<file path="src/rtl/fnd_watch_display.sv">
// -----------------------------------------------------------------------------
// fnd_watch_display
//
// Drives a 4-digit common-anode 7-segment display from the watch counter's
// binary minute/second values. A sequential double-dabble engine converts a
// snapshot of {min, sec} to BCD whenever the inputs differ from the last
// converted snapshot. The four digits are time-multiplexed, digit 2 carries a
// flashing colon dot, and set mode blanks the whole display on alternate
// blink phases.
//
// Ports
//   clk        in   system clock, rising edge
//   reset_p    in   asynchronous, active-high reset
//   sec        in   binary seconds (0..59 nominal)
//   min        in   binary minutes (0..59 nominal)
//   blink_en   in   set-mode flag, 1 = blink the digits
//   seg_n      out  segments, active-low, [7]=dp, [6:0]={g,f,e,d,c,b,a}
//   com_n      out  digit anodes, active-low one-hot
//                   [0]=sec ones, [1]=sec tens, [2]=min ones, [3]=min tens
//   conv_busy  out  high while the BCD converter is not idle
// -----------------------------------------------------------------------------
module fnd_watch_display #(
    parameter int SCAN_DIV  = 100_000,
    parameter int BLINK_DIV = 50_000_000
) (
    input  logic       clk,
    input  logic       reset_p,
    input  logic [7:0] sec,
    input  logic [7:0] min,
    input  logic       blink_en,
    output logic [7:0] seg_n,
    output logic [3:0] com_n,
    output logic       conv_busy
);

    localparam int SCAN_W  = (SCAN_DIV  > 1) ? $clog2(SCAN_DIV)  : 1;
    localparam int BLINK_W = (BLINK_DIV > 1) ? $clog2(BLINK_DIV) : 1;
    localparam logic [SCAN_W-1:0]  SCAN_LAST  = SCAN_W'(SCAN_DIV - 1);
    localparam logic [BLINK_W-1:0] BLINK_LAST = BLINK_W'(BLINK_DIV - 1);

    // Internal digit code for an out-of-range value; the font maps it to g only.
    localparam logic [3:0] DASH = 4'hA;

    typedef enum logic [1:0] {
        IDLE = 2'd0,
        CONV = 2'd1,
        DONE = 2'd2
    } state_t;

    state_t       state;
    logic [2:0]   step;
    logic [7:0]   snap_sec;
    logic [7:0]   snap_min;
    // Double-dabble working registers: {hundreds, tens, ones, binary}.
    logic [19:0]  sh_sec;
    logic [19:0]  sh_min;

    logic [3:0]   d_sec_t;
    logic [3:0]   d_sec_o;
    logic [3:0]   d_min_t;
    logic [3:0]   d_min_o;

    logic [SCAN_W-1:0]  scan_cnt;
    logic [1:0]         dig_idx;
    logic [BLINK_W-1:0] blink_cnt;
    logic               phase;

    logic [3:0]   cur_code;
    logic [7:0]   seg_next;

    // One double-dabble iteration: add 3 to every BCD nibble >= 5, then shift.
    function automatic logic [19:0] dd_step(input logic [19:0] r);
        logic [19:0] a;
        a = r;
        if (a[19:16] >= 4'd5) a[19:16] = a[19:16] + 4'd3;
        if (a[15:12] >= 4'd5) a[15:12] = a[15:12] + 4'd3;
        if (a[11:8]  >= 4'd5) a[11:8]  = a[11:8]  + 4'd3;
        return {a[18:0], 1'b0};
    endfunction

    // Active-low segment pattern {g,f,e,d,c,b,a}.
    function automatic logic [6:0] font(input logic [3:0] code);
        case (code)
            4'd0:    return 7'h40;
            4'd1:    return 7'h79;
            4'd2:    return 7'h24;
            4'd3:    return 7'h30;
            4'd4:    return 7'h19;
            4'd5:    return 7'h12;
            4'd6:    return 7'h02;
            4'd7:    return 7'h78;
            4'd8:    return 7'h00;
            4'd9:    return 7'h10;
            DASH:    return 7'h3F;
            default: return 7'h7F;
        endcase
    endfunction

    // ---------------------------------------------------------------------
    // Snapshot compare and BCD converter. Inputs are only looked at in IDLE;
    // a change during CONV/DONE is picked up by the compare on return to IDLE.
    // ---------------------------------------------------------------------
    // NOTE: sequential state uses non-blocking assignments so every register
    // samples the pre-edge values, independent of statement order.
    always_ff @(posedge clk or posedge reset_p) begin
        if (reset_p) begin
            state     <= IDLE;
            conv_busy <= 1'b0;
            step      <= 3'd0;
            snap_sec  <= 8'd0;
            snap_min  <= 8'd0;
            sh_sec    <= 20'd0;
            sh_min    <= 20'd0;
            d_sec_t   <= 4'd0;
            d_sec_o   <= 4'd0;
            d_min_t   <= 4'd0;
            d_min_o   <= 4'd0;
        end else begin
            case (state)
                IDLE: begin
                    if ({min, sec} != {snap_min, snap_sec}) begin
                        snap_sec  <= sec;
                        snap_min  <= min;
                        sh_sec    <= {12'd0, sec};
                        sh_min    <= {12'd0, min};
                        step      <= 3'd0;
                        state     <= CONV;
                        conv_busy <= 1'b1;
                    end
                end
                CONV: begin
                    sh_sec <= dd_step(sh_sec);
                    sh_min <= dd_step(sh_min);
                    step   <= step + 3'd1;
                    if (step == 3'd7) state <= DONE;
                end
                DONE: begin
                    if (sh_sec[19:16] != 4'd0) begin
                        d_sec_t <= DASH;
                        d_sec_o <= DASH;
                    end else begin
                        d_sec_t <= sh_sec[15:12];
                        d_sec_o <= sh_sec[11:8];
                    end
                    if (sh_min[19:16] != 4'd0) begin
                        d_min_t <= DASH;
                        d_min_o <= DASH;
                    end else begin
                        d_min_t <= sh_min[15:12];
                        d_min_o <= sh_min[11:8];
                    end
                    state     <= IDLE;
                    conv_busy <= 1'b0;
                end
                default: begin
                    state     <= IDLE;
                    conv_busy <= 1'b0;
                end
            endcase
        end
    end

    // ---------------------------------------------------------------------
    // Digit scan and colon/blink timebase, both free-running from reset.
    // ---------------------------------------------------------------------
    always_ff @(posedge clk or posedge reset_p) begin
        if (reset_p) begin
            scan_cnt  <= '0;
            dig_idx   <= 2'd0;
            blink_cnt <= '0;
            phase     <= 1'b0;
        end else begin
            if (scan_cnt == SCAN_LAST) begin
                scan_cnt <= '0;
                dig_idx  <= dig_idx + 2'd1;
            end else begin
                scan_cnt <= scan_cnt + 1'b1;
            end
            if (blink_cnt == BLINK_LAST) begin
                blink_cnt <= '0;
                phase     <= ~phase;
            end else begin
                blink_cnt <= blink_cnt + 1'b1;
            end
        end
    end

    // ---------------------------------------------------------------------
    // Output decode; registered below so seg_n/com_n are glitch-free.
    // ---------------------------------------------------------------------
    // NOTE: every variable written here gets a default first, so no path
    // leaves it unassigned and no latch is inferred.
    always_comb begin
        cur_code = d_sec_o;
        case (dig_idx)
            2'd0: cur_code = d_sec_o;
            2'd1: cur_code = d_sec_t;
            2'd2: cur_code = d_min_o;
            2'd3: cur_code = d_min_t;
            default: cur_code = d_sec_o;
        endcase

        seg_next = 8'hFF;
        if (!(blink_en && !phase)) begin
            seg_next = {~((dig_idx == 2'd2) && phase), font(cur_code)};
        end
    end

    always_ff @(posedge clk or posedge reset_p) begin
        if (reset_p) begin
            seg_n <= 8'hFF;
            com_n <= 4'hF;
        end else begin
            seg_n <= seg_next;
            com_n <= ~(4'b0001 << dig_idx);
        end
    end

endmodule

</file>
<file path="config.mk">
export PLATFORM = sky130hd
export DESIGN_NAME = fnd_watch_display
export DESIGN_NICKNAME = d
export VERILOG_FILES = /design/src/rtl/fnd_watch_display.sv
export SDC_FILE = /design/constraint.sdc
export NUM_CORES = 1
export LEC_CHECK = 0
export BUFFER_PORTS_ARGS = -buffer_cell sky130_fd_sc_hd__buf_2
export CORE_MARGIN = 2
export CORE_UTILIZATION = 45
export CTS_BUF_LIST = sky130_fd_sc_hd__clkbuf_2
export DETAILED_ROUTE_END_ITERATION = 6
export SYNTH_ARGS = -nofsm -noshare
export SYNTH_HDL_FRONTEND = slang
export SYNTH_SLANG_ARGS = --single-unit
</file>
<file path="constraint.sdc">
create_clock -name clk -period 5 [get_ports clk]
set_clock_uncertainty 0.1 [all_clocks]
set_input_delay 0.25 -clock clk [delete_from_list [all_inputs] [get_ports clk]]
set_output_delay 0.25 -clock clk [all_outputs]
set_load 0.1 [all_outputs]
</file>
==> impl_metrics.json, run 1 <==
{
  "final.fill_count": 1286,
  "wirelength_um": 12300,
  "drive_above_1_share_pct": 15.1,
  "synthArstFlopShare_pct": 100,
  "area_delta_synth_final_pct": 11.0,
  "drc": 0,
  "status": "finished, final reports clean",
  "num_vias": 4568,
  "grt_usage_pct": 17.0,
  "grt_antenna_before_repair": 0,
  "vdd_drop_max_v": 0.000290,
  "ctsResizeCount": 0,
  "rsz0062_at_grt": "no",
  "drtIter0Drc": 326,
  "ys_ff_latch": 136,
  "cts_sinks": 136,
  "fin_crit_sh_pct": 55.8,
  "antenna_cells": 0,
  "synthFlopType": "dfrtp_1",
  "critPathMaxFanout": 43,
  "grt_max_degree": 91,
  "arrival_ns": 3.28,
  "cts_buffer_depth": 2,
  "pin_count": 32,
  "rows": 43,
  "grt_overflow": 0,
  "cts_buffers": 17,
  "syn_area_sq_um": 6510,
  "coreArea_sq_um": 14000,
  "drv_cap": 0,
  "cts_tree": "yes",
  "relSlewSlack_pct": 26.5,
  "yosysWarnings": 0,
  "die_area_sq_um": 15500,
  "hold_path.class": "in -> async",
  "place_ws_ns": 2.21,
  "hpwl_um": 8260,
  "clock.fmax_mhz": 358,
  "power.leakage_nw": 3.24,
  "required_ns": 5.49,
  "place_congestion": 0.761,
  "clk_latency_ns": 0.70,
  "grt_pass1_vias": 4464,
  "setup_violations": 0,
  "tns_ns": 0,
  "final_antenna_net_count": 0,
  "syn-instance-count": 609,
  "start_util_pct": 46.6,
  "cts-root-buf": "clkbuf_2",
  "nets": 704,
  "routed_via_density": 5.37,
  "fin_crit_ns": 2.79,
  "final.setup.worst_slack_ns": 2.21,
  "cts_hold_buf": 18,
  "finalHoldViolCount": 0,
  "path_clk_slew_ns": 0.19,
  "drt-wirelength-per-cell_um": 14.5,
  "end_kind": "flip-flop",
  "ctsHtreeMaxLevel": 4,
  "synth.distinct_cells": 50,
  "ys_seq_area_share_pct": 52.5,
  "die_w_um": 124,
  "synth_nets": 654,
  "port_buffers": 31,
  "slew_viol_final": 0,
  "worstSetupPathType": "reg -> reg",
  "cp-start-kind": "flip-flop",
  "dr.pass1.iters": 4,
  "power_density_nw_per_um2": 503,
  "grt_pass1_wl_um": 21600,
  "tightest_slew_ns": 1.10,
  "syn_avg_cell_area_sq_um": 10.7,
  "r2r_cells": 6,
  "cts_setup_buffers": 0,
  "synth_edf_count": 0,
  "die_h_um": 124,
  "postLayoutCoreUtil_pct": 51.7
}
cell type report:
type / count / area [sq um] / share of cell area, %
sequential: 136 / 3420 / 47.3
clock inverter: 11 / 109 / 1.51
inverter: 30 / 118 / 1.63
multi-input combinational: 420 / 2890 / 40.0
timing repair buffer: 54 / 373 / 5.16
tap: 180 / 225 / 3.12
clock buffer: 19 / 95.1 / 1.32
through the flow:
step           area [sq um]  cells  hold WS [ns]  total power [W]
2_1_floorplan          6510    609         0.290          0.00278
3_3_place_gp           6840    802         0.365          0.00302
3_5_place_dp           6840    802         0.371          0.00306
4_1_cts                7230    850         0.125          0.00368
5_1_grt                7230    850         0.147          0.00393
6_report               7230    850         0.118          0.00364
final timing paths:
check | from | to | slack (ns)
setup / recovery | snap_sec[0]$_DFFE_PP0P_ | snap_min[5]$_DFFE_PP0P_ | 2.21
hold reg to reg | scan_cnt[0]$_DFF_PP0_ | scan_cnt[0]$_DFF_PP0_ | 0.40
hold / removal | reset_p | sh_sec[5]$_DFFE_PP0P_ | 0.12
setup reg to reg | snap_sec[0]$_DFFE_PP0P_ | snap_min[5]$_DFFE_PP0P_ | 2.21
max in group asynchronous | reset_p | sh_sec[8]$_DFFE_PP0P_ | 3.50
min in group clk | min[7] | sh_min[7]$_DFFE_PP0P_ | 0.25
registers in the layout (all words and copies together) (netlist names):
signal and cells:
scan_cnt 17, conv_busy 1, phase 1, seg_n 8
dig_idx 2, d_min_o 4, snap_sec 8, step 3
state 2, snap_min 8, sh_min 20, d_min_t 4
sh_sec 20, blink_cnt 26, d_sec_o 4, d_sec_t 4
com_n 4
metal layers:
metal / part of all wire (%) / global-route usage [%] / up-vias
li1: - / - / 2245
met1: 49 / 23.8 / 2225
met2: 46 / 25.7 / 86
met3: 3.6 / 4.55 / 12
met4: 1.2 / 5.49 / 0
met5: 0 / 0 / -
critical path, cell delays in order (launching register included):
cell     delay (ns)
dfrtp_1        0.43
xnor2_1        0.13
nand4_1        0.13
nor4_1         0.09
nor3_2         0.83
buf_4          0.56
mux2_2         0.39
where the power goes:
group | internal, W | switching (W) | leakage (nW) | total [W]
sequential | 0.00143 | 0.000227 | 1.71 | 0.00166
combinational | 0.000560 | 0.000821 | 1.41 | 0.00138
clock | 0.000219 | 0.000384 | 0.124 | 0.000603
total | 0.00221 | 0.00143 | 3.24 | 0.00364
synth_stat cells (10+ instances only):
cell,count,share of area [%]
inv_1,30,1.7
xnor2_1,39,5.2
nand4_1,10,0.96
nand3_1,18,1.4
ha_1,26,5.0
dfstp_2,12,4.8
a221o_1,14,2.2
nand2_1,59,3.4
nand2b_1,10,0.96
o22ai_1,14,1.3
dfrtp_1,124,48
o21ai_0,22,1.7
and3_1,22,2.1
a21oi_1,19,1.5
nor2_1,42,2.4
clkbuf_1,18,1.0
mux2_2,18,3.1
nor3_1,10,0.77
xor2_1,23,3.1
placed cells by master, fill, tap and decap left out, types with 3 or more instances in the layout:
master / n
or3_1: 4
dlygate4sd3_1: 18
o21ai_0: 22
nand2b_1: 10
clkinv_1: 3
nor4b_1: 6
a22o_1: 6
nand3_1: 18
mux2i_1: 5
o31ai_1: 3
nand4_1: 10
and3_1: 22
a21o_1: 4
and2_1: 3
nor3_1: 9
nor2b_1: 3
o22ai_1: 14
and4_1: 3
buf_2: 31
a31oi_1: 6
inv_1: 29
nor4_1: 6
nand2_1: 59
dfrtp_1: 124
mux2_2: 18
clkinv_2: 3
a222oi_1: 4
o22a_1: 3
ha_1: 26
clkbuf_2: 19
dfstp_2: 12
nor2_1: 42
a21oi_1: 19
xor2_1: 23
clkinvlp_4: 3
xnor2_1: 39
buf_4: 5
a221o_1: 14
o32ai_1: 3
cell families (layout without fill, tap and decap cells):
logic type	Yosys count	count (layout)	synth area share, %
AO/OA/AOI/OAI	105	105	11.1
adder cells (fa/ha/maj)	26	26	4.99
multiplexers	23	23	3.88
AND/OR/NAND/NOR	204	204	16.0
flip-flops	136	136	52.5
XOR/XNOR	62	62	8.34
buffers and inverters	53	114	3.23
No activity file was read; power rests on OpenSTA's default activity.
==> run 2, diff against run 1 <==
--- a/config.mk
+++ b/config.mk
@@ -5,6 +5,7 @@
 export SDC_FILE = /design/constraint.sdc
 export NUM_CORES = 1
 export LEC_CHECK = 0
+export ABC_AREA = 1
 export BUFFER_PORTS_ARGS = -buffer_cell sky130_fd_sc_hd__buf_2
 export CORE_MARGIN = 2
 export CORE_UTILIZATION = 45
==> constraint.sdc (replaced) <==
create_clock -name clk -period 2.9 [get_ports clk]
set_clock_uncertainty 0.1 [all_clocks]
set_input_delay 0.145 -clock clk [delete_from_list [all_inputs] [get_ports clk]]
set_output_delay 0.145 -clock clk [all_outputs]
set_load 0.1 [all_outputs]
==> run 2 against run 1 <==
Net effect: count of clock-buffer cells in the layout up 7; combinational power up 93%; hold slack worse by 0.0028 ns; synthesized cell count up 52%; die area up 10%; via count up 27%; sequential cell count unchanged; design area up 10%; sequential share of layout area down 4.4 points; critical path type unchanged; critical endpoint is now seg_n[1]$_DFF_PP1_; largest cell class unchanged.
==> impl_metrics.json, run 2 <==
{
  "status": "finished, final reports clean",
  "start_util_pct": 45.7,
  "cp-start-kind": "flip-flop",
  "die_w_um": 131,
  "ys_ff_latch": 136,
  "cts_tree": "yes",
  "synth_edf_count": 0,
  "top_regs": "blink_cnt x26, sh_min x20, sh_sec x20",
  "area_delta_synth_final_pct": 10.6,
  "drv_cap": 0,
  "yosys.area.top_type": "dfrtp_1",
  "dr.pass1.iters": 5,
  "fin_area_sq_um": 7980,
  "hpwl_um": 9830,
  "drt-wirelength-per-cell_um": 11.8,
  "synthTopCellsByCount": "nand2_1, inv_1, dfrtp_1",
  "wirelength_um": 14300,
  "final_antenna_net_count": 0,
  "antenna_cells": 0,
  "end_kind": "flip-flop",
  "slowest_stage": "dfrtp_1",
  "coreArea_sq_um": 15800,
  "synthArstFlopShare_pct": 100,
  "syn_avg_cell_area_sq_um": 7.77,
  "critPathMostFrequentCell": "inv_1",
  "postLayoutCoreUtil_pct": 50.6,
  "setup_violations": 0,
  "seqCellArea_sq_um": 3420,
  "final.setup.worst_slack_ns": 0.616,
  "wl_met2_um": 6340,
  "synth_nets": 973,
  "power_density_nw_per_um2": 824,
  "place_congestion": 0.851,
  "die_h_um": 131,
  "cts_buffers": 17,
  "tns_ns": 0,
  "grt_antenna_before_repair": 0,
  "cts_buffer_depth": 2,
  "finalHoldViolCount": 0,
  "num_vias": 5814,
  "pin_count": 32,
  "synth.area.top_cells": "dfrtp_1, nand2_1, inv_1",
  "largest_reg_flops": 26,
  "cts_sinks": 136,
  "highest_layer": "met4",
  "grt_usage_pct": 18.1,
  "multi_input_area_sq_um": 3110,
  "arrival_ns": 2.79,
  "fin_crit_sh_pct": 78.7,
  "top_register": "blink_cnt",
  "worstPathCellList": "inv_1, ha_1, inv_1, o21ai_0, o22ai_1, inv_1, ha_1, or2_2, nand2_1",
  "route.met3.wl_um": 468,
  "drtIter0Drc": 351,
  "routed_via_density": 4.80,
  "rsz0062_at_grt": "no",
  "die_area_sq_um": 17100,
  "critPathMaxFanout": 5,
  "relSlewSlack_pct": 44.5,
  "yosysMostFrequentCell": "nand2_1",
  "synth_top_area_share_pct": 43.0,
  "yosysWarnings": 0,
  "power.leakage_nw": 4.03,
  "grt_pass1_vias": 5403,
  "worstSetupPathType": "reg -> reg",
  "required_ns": 3.40,
  "drive_above_1_share_pct": 9.34,
  "ys_seq_area_share_pct": 47.4,
  "synth.distinct_cells": 35,
  "place_ws_ns": 0.670,
  "finalNonFillerCells": 1212,
  "slew_viol_final": 0,
  "syn_area_sq_um": 7210,
  "tightest_slew_ns": 0.825,
  "grt_max_degree": 137,
  "drt-met1-wl_um": 7250,
  "final.fill_count": 1614,
  "drc": 0,
  "cts-root-buf": "clkbuf_2",
  "nets": 1028,
  "rows": 46,
  "critical_path.top_delay_family": "adder cells",
  "clk_latency_ns": 0.67,
  "fin_crit_ns": 2.28,
  "hold_path.class": "in -> async",
  "syn-instance-count": 928,
  "grt_pass1_wl_um": 24700,
  "critPathMaxStageDelay_ns": 0.41,
  "synthFlopType": "dfrtp_1",
  "vdd_drop_max_v": 0.000435,
  "path_clk_slew_ns": 0.19,
  "port_buffers": 31,
  "dp_cells": 1160,
  "clock.fmax_mhz": 438,
  "dpl-instance-area_sq_um": 7570,
  "final_common_cell": "nand2_1",
  "ctsHtreeMaxLevel": 4,
  "most-common-layout-cells": "nand2_1, inv_1, dfrtp_1, nor2_1, nand3_1",
  "grt_overflow": 0,
  "path_buf_inv": 3,
  "ctsResizeCount": 0
}
==> run 2: final timing paths <==
kind | start | end | cells past startpoint | slack (ns)
min | reset_p | blink_cnt[4]$_DFF_PP0_ | 4 | 0.12
min reg2reg | scan_cnt[0]$_DFF_PP0_ | scan_cnt[0]$_DFF_PP0_ | 1 | 0.37
max | dig_idx[0]$_DFFE_PP0N_ | seg_n[1]$_DFF_PP1_ | 9 | 0.62
max reg2reg | dig_idx[0]$_DFFE_PP0N_ | seg_n[1]$_DFF_PP1_ | 9 | 0.62
max in group asynchronous | reset_p | scan_cnt[8]$_DFF_PP0_ | 4 | 2.05
min in group clk | blink_en | seg_n[4]$_DFF_PP1_ | 4 | 0.18
==> run 2: cells by family after synthesis <==
group / count (synthesis) / share of synthesized area, %
and+or+nand+nor: 451 / 26.2
buffers and inverters: 167 / 9.49
DFF: 136 / 47.4
AOI/OAI and AO/OA: 119 / 8.86
xor gates and xnor gates: 29 / 3.52
adders and majority gates: 26 / 4.51
==> run 2: metrics by stage <==
stage | hold WS [ns] | power, W
after floorplan | 0.185 | 0.00506
after CTS | 0.0682 | 0.00666
after global placement | 0.307 | 0.00552
after global routing | 0.109 | 0.00725
final | 0.115 | 0.00658
after detailed placement | 0.306 | 0.00556
==> run 2: worst reg2reg max path, cell delays in order, from the launching register on <==
cell and delay, ns:
dfrtp_1 0.41, inv_1 0.11, ha_1 0.23, inv_1 0.13, o21ai_0 0.10, o22ai_1 0.31, inv_1 0.14, ha_1 0.33
or2_2 0.29, nand2_1 0.07
==> run 2: where the power goes <==
group	switching (W)	internal, W
clock	0.000639	0.000418
sequential	0.000377	0.00247
combinational	0.00180	0.000876
total	0.00281	0.00376
==> run 2: area by class of cell <==
type / count / area share (%)
flip-flops and latches: 136 / 42.8
clock inverters: 6 / 0.957
clock buffers: 26 / 1.63
inverters: 145 / 6.87
repair buffers: 58 / 5.27
well taps: 216 / 3.39
multi-input cells: 625 / 39.0
==> run 2: per-layer routing <==
metal | track usage [%] | vias up
li1 | - | 3041
met3 | 4.40 | 13
met2 | 28.8 | 78
met1 | 24.9 | 2682
met5 | 0 | -
met4 | 4.88 | 0
==> run 2: what timing repair did <==
item                                   in CTS  in global routing
buffers inserted                            0                  0
hold buffers                               20                  0
endpoints found under the hold margin     175                  0
setup endpoints to repair                   0                  0
